$ cat config.mk
export PLATFORM = sky130hd
export DESIGN_NAME = exe_writeback_stage_flat
export DESIGN_NICKNAME = d
export VERILOG_FILES = /design/src/rtl/exe_writeback_stage_if.sv /design/src/rtl/exe_writeback_stage.sv /design/src/flat_wrapper.sv
export SDC_FILE = /design/constraint.sdc
export NUM_CORES = 1
export LEC_CHECK = 0
export ABC_CLOCK_PERIOD_IN_PS = 2310
export CAP_MARGIN = 25
export CORE_MARGIN = 2
export CORE_UTILIZATION = 39
export CTS_CLUSTER_SIZE = 25
export DETAILED_ROUTE_END_ITERATION = 8
export PLACE_DENSITY = 0.76
export REMOVE_ABC_BUFFERS = 1
export SLEW_MARGIN = 5
export SYNTH_ARGS = -nofsm -noshare
export SYNTH_HDL_FRONTEND = slang
export SYNTH_SLANG_ARGS = --single-unit
$ cat constraint.sdc
create_clock -name clk -period 2.31 [get_ports clk]
set_input_delay 0.5775 -clock clk [delete_from_list [all_inputs] [get_ports clk]]
set_output_delay 0.5775 -clock clk [all_outputs]
set_load 0.05 [all_outputs]
$ cat src/rtl/exe_writeback_stage_if.sv
// rtl/exe_writeback_stage_if.sv - writeback lane bus bundle (wbPacket in, PRF write, bypass, completion handshake)
// Field widths default below and may be overridden by predefining the SIZE_* macros.
// wbFlags / ctrlFlags bit 0 is destValid; the remaining bits (mispredict, exception, ...) pass through untouched.

`ifndef SIZE_PHYSICAL_LOG
`define SIZE_PHYSICAL_LOG 7
`endif
`ifndef SIZE_DATA
`define SIZE_DATA 32
`endif
`ifndef SIZE_ACTIVELIST_LOG
`define SIZE_ACTIVELIST_LOG 5
`endif
`ifndef SIZE_EXE_FLAGS
`define SIZE_EXE_FLAGS 4
`endif

interface exe_writeback_stage_if;
  // wbPacket from the execute lane
  logic                            wbValid;
  logic [`SIZE_PHYSICAL_LOG-1:0]   wbPhyDest;
  logic [`SIZE_DATA-1:0]           wbDestData;
  logic [`SIZE_ACTIVELIST_LOG-1:0] wbAlID;
  logic [`SIZE_EXE_FLAGS-1:0]      wbFlags;
  // physical register file write port
  logic                            rfWrEn;
  logic [`SIZE_PHYSICAL_LOG-1:0]   rfWrAddr;
  logic [`SIZE_DATA-1:0]           rfWrData;
  // bypassPacket broadcast to the ForwardCheck units
  logic                            bypassValid;
  logic [`SIZE_PHYSICAL_LOG-1:0]   bypassTag;
  logic [`SIZE_DATA-1:0]           bypassData;
  // completion record toward the Active List
  logic                            ctrlValid;
  logic [`SIZE_ACTIVELIST_LOG-1:0] ctrlAlID;
  logic [`SIZE_EXE_FLAGS-1:0]      ctrlFlags;
  logic                            ctrlReady;

  modport slave (
    input  wbValid, wbPhyDest, wbDestData, wbAlID, wbFlags, ctrlReady,
    output rfWrEn, rfWrAddr, rfWrData, bypassValid, bypassTag, bypassData,
    output ctrlValid, ctrlAlID, ctrlFlags
  );

  modport master (
    output wbValid, wbPhyDest, wbDestData, wbAlID, wbFlags, ctrlReady,
    input  rfWrEn, rfWrAddr, rfWrData, bypassValid, bypassTag, bypassData,
    input  ctrlValid, ctrlAlID, ctrlFlags
  );
endinterface

$ cat src/rtl/exe_writeback_stage.sv
// rtl/exe_writeback_stage.sv - execute-lane writeback stage with completion FIFO; optional WB_PERF_CNT_EN perf counters

`ifndef SIZE_PHYSICAL_LOG
`define SIZE_PHYSICAL_LOG 7
`endif
`ifndef SIZE_DATA
`define SIZE_DATA 32
`endif
`ifndef SIZE_ACTIVELIST_LOG
`define SIZE_ACTIVELIST_LOG 5
`endif
`ifndef SIZE_EXE_FLAGS
`define SIZE_EXE_FLAGS 4
`endif

module exe_writeback_stage #(
  parameter int DEPTH       = 4,
  parameter int STALL_SLACK = 2
) (
  input  logic                  clk,
  input  logic                  reset,
  input  logic                  recoverFlag_i,
  input  logic                  toggleFlag_i,
  exe_writeback_stage_if.slave  wb_if,
  output logic                  stall_o,
  output logic                  toggleFlag_o,
  output logic                  overflow_o
`ifdef WB_PERF_CNT_EN
  ,
  output logic [31:0]           wbCount_o,
  output logic [31:0]           stallCycles_o
`endif
);

  localparam int PTR_W = $clog2(DEPTH);
  localparam int CNT_W = PTR_W + 1;
  localparam int PR_W  = `SIZE_PHYSICAL_LOG;
  localparam int D_W   = `SIZE_DATA;
  localparam int AL_W  = `SIZE_ACTIVELIST_LOG;
  localparam int FL_W  = `SIZE_EXE_FLAGS;

  logic             stg_valid_q;
  logic             stg_dest_v_q;
  logic [PR_W-1:0]  stg_dest_q;
  logic [D_W-1:0]   stg_data_q;

  logic [AL_W-1:0]  fifo_alid_q  [DEPTH];
  logic [FL_W-1:0]  fifo_flags_q [DEPTH];
  logic [PTR_W-1:0] wr_ptr_q, rd_ptr_q;
  logic [CNT_W-1:0] count_q;
  logic             overflow_q;
  logic             toggle_q;

  logic capture, fifo_empty, fifo_full, pop, push;

  // A packet is accepted only outside recovery; a full FIFO takes a push only if its head leaves this cycle.
  assign capture    = wb_if.wbValid && !recoverFlag_i;
  assign fifo_empty = (count_q == '0);
  assign fifo_full  = (count_q == CNT_W'(DEPTH));
  assign pop        = !fifo_empty && wb_if.ctrlReady && !recoverFlag_i;
  assign push       = capture && (!fifo_full || pop);

  // Stage register: holds the packet whose PRF write and bypass go out this cycle.
  always_ff @(posedge clk) begin
    if (!reset) begin
      stg_valid_q  <= 1'b0;
      stg_dest_v_q <= 1'b0;
      stg_dest_q   <= '0;
      stg_data_q   <= '0;
    end else begin
      stg_valid_q <= capture;
      if (capture) begin
        stg_dest_v_q <= wb_if.wbFlags[0];
        stg_dest_q   <= wb_if.wbPhyDest;
        stg_data_q   <= wb_if.wbDestData;
      end
    end
  end

  // FIFO storage: entries are only meaningful below count, so no reset is needed.
  always_ff @(posedge clk) begin
    if (push) begin
      fifo_alid_q[wr_ptr_q]  <= wb_if.wbAlID;
      fifo_flags_q[wr_ptr_q] <= wb_if.wbFlags;
    end
  end

  // FIFO pointers and occupancy; recovery discards everything queued.
  always_ff @(posedge clk) begin
    if (!reset || recoverFlag_i) begin
      wr_ptr_q <= '0;
      rd_ptr_q <= '0;
      count_q  <= '0;
    end else begin
      if (push) wr_ptr_q <= wr_ptr_q + PTR_W'(1);
      if (pop)  rd_ptr_q <= rd_ptr_q + PTR_W'(1);
      case ({push, pop})
        2'b10:   count_q <= count_q + CNT_W'(1);
        2'b01:   count_q <= count_q - CNT_W'(1);
        default: count_q <= count_q;
      endcase
    end
  end

  // Sticky overflow survives recovery; toggle flag is a plain one-cycle delay.
  always_ff @(posedge clk) begin
    if (!reset) begin
      overflow_q <= 1'b0;
      toggle_q   <= 1'b0;
    end else begin
      toggle_q <= toggleFlag_i;
      if (capture && fifo_full && !pop) overflow_q <= 1'b1;
    end
  end

  // Output drive: PRF write and bypass from the stage reg, completion head straight from the FIFO.
  always_comb begin
    wb_if.rfWrEn      = stg_valid_q && stg_dest_v_q;
    wb_if.rfWrAddr    = stg_dest_q;
    wb_if.rfWrData    = stg_data_q;
    wb_if.bypassValid = wb_if.rfWrEn;
    wb_if.bypassTag   = wb_if.rfWrEn ? stg_dest_q : '0;
    wb_if.bypassData  = wb_if.rfWrEn ? stg_data_q : '0;
    wb_if.ctrlValid   = !fifo_empty;
    wb_if.ctrlAlID    = fifo_empty ? '0 : fifo_alid_q[rd_ptr_q];
    wb_if.ctrlFlags   = fifo_empty ? '0 : fifo_flags_q[rd_ptr_q];
    stall_o           = (count_q >= CNT_W'(DEPTH - STALL_SLACK));
    toggleFlag_o      = toggle_q;
    overflow_o        = overflow_q;
  end

`ifdef WB_PERF_CNT_EN
  logic [31:0] wb_count_q, stall_cycles_q;

  // Perf counters: free-running, wrap naturally, cleared only by reset.
  always_ff @(posedge clk) begin
    if (!reset) begin
      wb_count_q     <= '0;
      stall_cycles_q <= '0;
    end else begin
      if (capture) wb_count_q     <= wb_count_q + 32'd1;
      if (stall_o) stall_cycles_q <= stall_cycles_q + 32'd1;
    end
  end

  assign wbCount_o     = wb_count_q;
  assign stallCycles_o = stall_cycles_q;
`endif

endmodule

$ cat src/flat_wrapper.sv
// flat-port wrapper written by rule: the top's interface ports become plain ports
module exe_writeback_stage_flat 
#(
  parameter int DEPTH       = 4,
  parameter int STALL_SLACK = 2
)
  (clk, reset, recoverFlag_i, toggleFlag_i, stall_o, toggleFlag_o, overflow_o, wb_if_wbValid, wb_if_wbPhyDest, wb_if_wbDestData, wb_if_wbAlID, wb_if_wbFlags, wb_if_ctrlReady, wb_if_rfWrEn, wb_if_rfWrAddr, wb_if_rfWrData, wb_if_bypassValid, wb_if_bypassTag, wb_if_bypassData, wb_if_ctrlValid, wb_if_ctrlAlID, wb_if_ctrlFlags);
  exe_writeback_stage_if wb_if_i ();
  input  logic clk;
  input  logic reset;
  input  logic recoverFlag_i;
  input  logic toggleFlag_i;
  output logic stall_o;
  output logic toggleFlag_o;
  output logic overflow_o;
  input wire logic [$bits(wb_if_i.wbValid)-1:0] wb_if_wbValid;
  input wire logic [$bits(wb_if_i.wbPhyDest)-1:0] wb_if_wbPhyDest;
  input wire logic [$bits(wb_if_i.wbDestData)-1:0] wb_if_wbDestData;
  input wire logic [$bits(wb_if_i.wbAlID)-1:0] wb_if_wbAlID;
  input wire logic [$bits(wb_if_i.wbFlags)-1:0] wb_if_wbFlags;
  input wire logic [$bits(wb_if_i.ctrlReady)-1:0] wb_if_ctrlReady;
  output wire logic [$bits(wb_if_i.rfWrEn)-1:0] wb_if_rfWrEn;
  output wire logic [$bits(wb_if_i.rfWrAddr)-1:0] wb_if_rfWrAddr;
  output wire logic [$bits(wb_if_i.rfWrData)-1:0] wb_if_rfWrData;
  output wire logic [$bits(wb_if_i.bypassValid)-1:0] wb_if_bypassValid;
  output wire logic [$bits(wb_if_i.bypassTag)-1:0] wb_if_bypassTag;
  output wire logic [$bits(wb_if_i.bypassData)-1:0] wb_if_bypassData;
  output wire logic [$bits(wb_if_i.ctrlValid)-1:0] wb_if_ctrlValid;
  output wire logic [$bits(wb_if_i.ctrlAlID)-1:0] wb_if_ctrlAlID;
  output wire logic [$bits(wb_if_i.ctrlFlags)-1:0] wb_if_ctrlFlags;
  assign wb_if_i.wbValid = wb_if_wbValid;
  assign wb_if_i.wbPhyDest = wb_if_wbPhyDest;
  assign wb_if_i.wbDestData = wb_if_wbDestData;
  assign wb_if_i.wbAlID = wb_if_wbAlID;
  assign wb_if_i.wbFlags = wb_if_wbFlags;
  assign wb_if_i.ctrlReady = wb_if_ctrlReady;
  assign wb_if_rfWrEn = wb_if_i.rfWrEn;
  assign wb_if_rfWrAddr = wb_if_i.rfWrAddr;
  assign wb_if_rfWrData = wb_if_i.rfWrData;
  assign wb_if_bypassValid = wb_if_i.bypassValid;
  assign wb_if_bypassTag = wb_if_i.bypassTag;
  assign wb_if_bypassData = wb_if_i.bypassData;
  assign wb_if_ctrlValid = wb_if_i.ctrlValid;
  assign wb_if_ctrlAlID = wb_if_i.ctrlAlID;
  assign wb_if_ctrlFlags = wb_if_i.ctrlFlags;
  exe_writeback_stage #(.DEPTH(DEPTH), .STALL_SLACK(STALL_SLACK)) u_core (.clk(clk), .reset(reset), .recoverFlag_i(recoverFlag_i), .toggleFlag_i(toggleFlag_i), .wb_if(wb_if_i), .stall_o(stall_o), .toggleFlag_o(toggleFlag_o), .overflow_o(overflow_o));
endmodule
==> impl_results.md <==
* Final setup viols at 0
* Crit path max fanout at 4
* Final min period at approximately 2300 ps
* Clock tree sinks at 88
* Max Clk Rate at 442 MHz
* Most common cell after layout, fill and taps aside: clkdlybuf4s50_1
* Routed wl met3 at about 740 microns
* Final worst setup slack at slightly below 50 ps
* Routability cong. at slightly above 0.8
* First-pass GRT wire length at between 15000 and 20000 microns
* Nature of the critical path startpoint: flop
* Core Region at 9240 sq um
* Synth warnings at 0
* Die area at about 10000 sq um
* Footprint of the multi-input gates at approximately 1500 sq um
* TritonCTS Buffers at 9
* Layout Utilization at 65.5%
* CTS clock-pin slew for the worst setup and hold paths at 100 ps
* Largest net degree at the start of global routing at 43
* Rel. slew slack at between 60% and 70%
* Initial drt markers at 58
* CTS tree: built
* Leakage at between 0.002 and 0.0025 uW
* Initial Util at about two fifths
* Outcome: completed
* Hold Slack at 481 ps
* H-tree levels at 3
* Synth Register Bits at 88
* Site Rows at 35
* Synthesized area at 3720 sq um
* Post-layout nets at 550
* Crit Path Class: reg2out
* Clk root buf: clkbuf_8
* Mean post-synth cell area at between 10 and 15 sq um
* Worst slew pin tran at about 570 ps
* CTS Buffer Depth at 2
* Worst Clk Skew at 12.5 ps
* Vias in the first global route at 3074
* Total track usage at 18.9%
* Crit share post-route at between 90% and 100%
* Critical Path RT at about 1700 ps
* Worst slack, placed at -494 ps
* Wire length per cell at between 15 and 20 microns
* Top Ports at between 100 and 150
* Met1 WL at between 4000 and 5000 microns
* GRT overflow at 0
* Data arrival, critical path at between 1500 and 2000 ps
* Port buffer count at about 150
* Maximum VDD drop at around 0.36 mV
* Area growth syn-to-layout at 62.9%
* Fraction of layout cells with a size suffix above 1 at a little over a fifth
* Antenna Nets Post-Route at 0
* Hold Crit Class: reg2reg
* Max stage delay cell, worst path: mux4_2
* Leading cell types in the layout, fill and taps excluded: clkdlybuf4s50_1, nand2_1, dfxtp_1, buf_12, a21boi_0
* Final Max Slew Viols at 0
* Die Span Y at ~100 microns
* Pwr dens at 535 nW/um^2
* CP peak stage delay at ~480 ps
* Met2 Routed Length at between 4000 and 5000 microns
* Fin area at slightly above 6000 sq um
* Fillers at between 600 and 700
* Crit path cell chain: clkbuf_16 -> mux4_2 -> nor2b_1 -> buf_6
* Worst skew pair latency at approximately 350 ps
* DR vias at between 3000 and 4000
* Number of diodes at 0
* Reg-to-Reg Start: u_core.count_q[0]$_SDFFE_PP0P_
* # DRC at 0
* Detailed Routing Iterations Pass 1 at 4
* Setup crit end kind: output pin
* Netlist cell types at 31
* Via density at between 4 and 5
* Post-layout power at about 3200 uW
* Seq. cell area at around 2100 sq um
* Die Width at about 100 microns
* HPWL after detailed placement at 6960 microns
* Initial antenna violation count at 0
* Top sig layer: met4
* RSZ-0062 raised after global routing: yes
* Post-Syn Instances at between 300 and 400
* Final hold violations at 0
* Register area share after synthesis at 57.1%
* Wirelength, routed at between 9000 and 10000 microns
* Max-cap violations at 0
* Hold wc startpoint: u_core.wb_if.rfWrData[23]$_SDFFE_PN0P_
* Placed Instance Area at ~5800 sq um
-- worst paths after layout --
path,slack [ps],end,cells past startpoint
worst max-delay path,50,wb_if_ctrlFlags[3],4
worst min-delay path,480,u_core.wb_if.rfWrData[23]$_SDFFE_PN0P_,2
worst max register to register,190,u_core.count_q[2]$_SDFFE_PP0P_,9
worst min register to register,480,u_core.wb_if.rfWrData[23]$_SDFFE_PN0P_,2
-- through the flow --
step | cells | TNS, ps
2_1_floorplan | 317 | -3.35
3_3_place_gp | 606 | -540
3_5_place_dp | 606 | -729
4_1_cts | 622 | 0
5_1_grt | 624 | -67.8
6_report | 624 | 0
-- critical path, delay by kind of cell, from the launching register on --
family	cells	cell delay, ps
and+or+nand+nor	1	160
muxes	1	480
DFF	1	380
buffers and inverters	2	320
-- area by class of cell --
cell class / instances / area share [%]
inverters: 7 / 0.434
repair buffers: 162 / 34.0
well taps: 129 / 2.67
multi-input cells: 222 / 24.4
flip-flops and latches: 88 / 35.1
clock buffers: 9 / 2.05
clock inverters: 7 / 1.26
-- cell families (layout without fill, tap and decap cells) --
group,count (synthesis),after routing,synth area share (%)
flip-flops,88,88,57.1
AO/OA/AOI/OAI,48,48,9.39
adder cells (fa/ha/maj),6,6,2.22
buffers and inverters,33,185,3.97
XOR/XNOR,4,4,0.943
multiplexers,9,9,5.45
AND/OR/NAND/NOR,155,155,20.9
-- layer usage --
metal	vias up	global-route usage, %
met2	103	31.4
met1	1436	23.7
li1	1465	-
met5	-	0
met4	0	5.30
met3	9	6.07
-- power breakdown --
part	leakage, uW	internal, uW	total (uW)	switching [uW]
clock	0.0000966	509	1060	551
combinational	0.00147	214	483	269
sequential	0.000753	1660	1690	34.5
-- synth_stat cells --
| cell type | count | area [sq um] |
|---|---|---|
| nor2b_1 | 11 | 68.8 |
| mux4_2 | 9 | 203 |
| o31ai_1 | 2 | 15.0 |
| edfxtp_1 | 36 | 1080 |
| nand2b_4 | 1 | 13.8 |
| and2b_1 | 1 | 7.51 |
| a21boi_0 | 40 | 300 |
| dfxtp_1 | 52 | 1040 |
| clkbuf_1 | 14 | 52.6 |
| ha_1 | 5 | 62.6 |
| buf_2 | 10 | 50.1 |
| buf_4 | 1 | 7.51 |
| nor2_1 | 8 | 30.0 |
| nor2_2 | 1 | 6.26 |
| o21ai_0 | 1 | 5.00 |
| a21oi_1 | 3 | 15.0 |
| or2_2 | 1 | 6.26 |
| buf_6 | 1 | 11.3 |
| o21ai_1 | 1 | 5.00 |
| inv_1 | 7 | 26.3 |
| xor2_1 | 4 | 35.0 |
| nand2_1 | 81 | 304 |
| nand2b_1 | 1 | 6.26 |
| and3_1 | 39 | 244 |
| fa_1 | 1 | 20.0 |
| nand4b_1 | 1 | 8.76 |
| or4_1 | 1 | 7.51 |
| and2_1 | 7 | 43.8 |
| nor4b_4 | 1 | 23.8 |
| or3_1 | 1 | 6.26 |
| o311ai_0 | 1 | 8.76 |
-- flip-flops by register name (all words and copies together), names as in the netlist, named ones only --
register	cells
u_core.count_q	3
u_core.overflow_o	1
u_core.stg_dest_v_q	1
u_core.rd_ptr_q	2
u_core.wb_if.rfWrAddr	7
u_core.fifo_flags_q	16
u_core.stg_valid_q	1
u_core.fifo_alid_q	20
u_core.toggleFlag_o	1
u_core.wr_ptr_q	2
u_core.wb_if.rfWrData	32
-- what timing repair did --
item / 4_1_cts / 5_1_grt
setup endpoints to repair: 10 / 10
gates resized for setup: 8 / 14
cloned: 0 / 1
buffers inserted: 0 / 1
hold buffers: 0 / 0
pin swaps: 1 / 1
No activity file was read; power rests on OpenSTA's default activity.
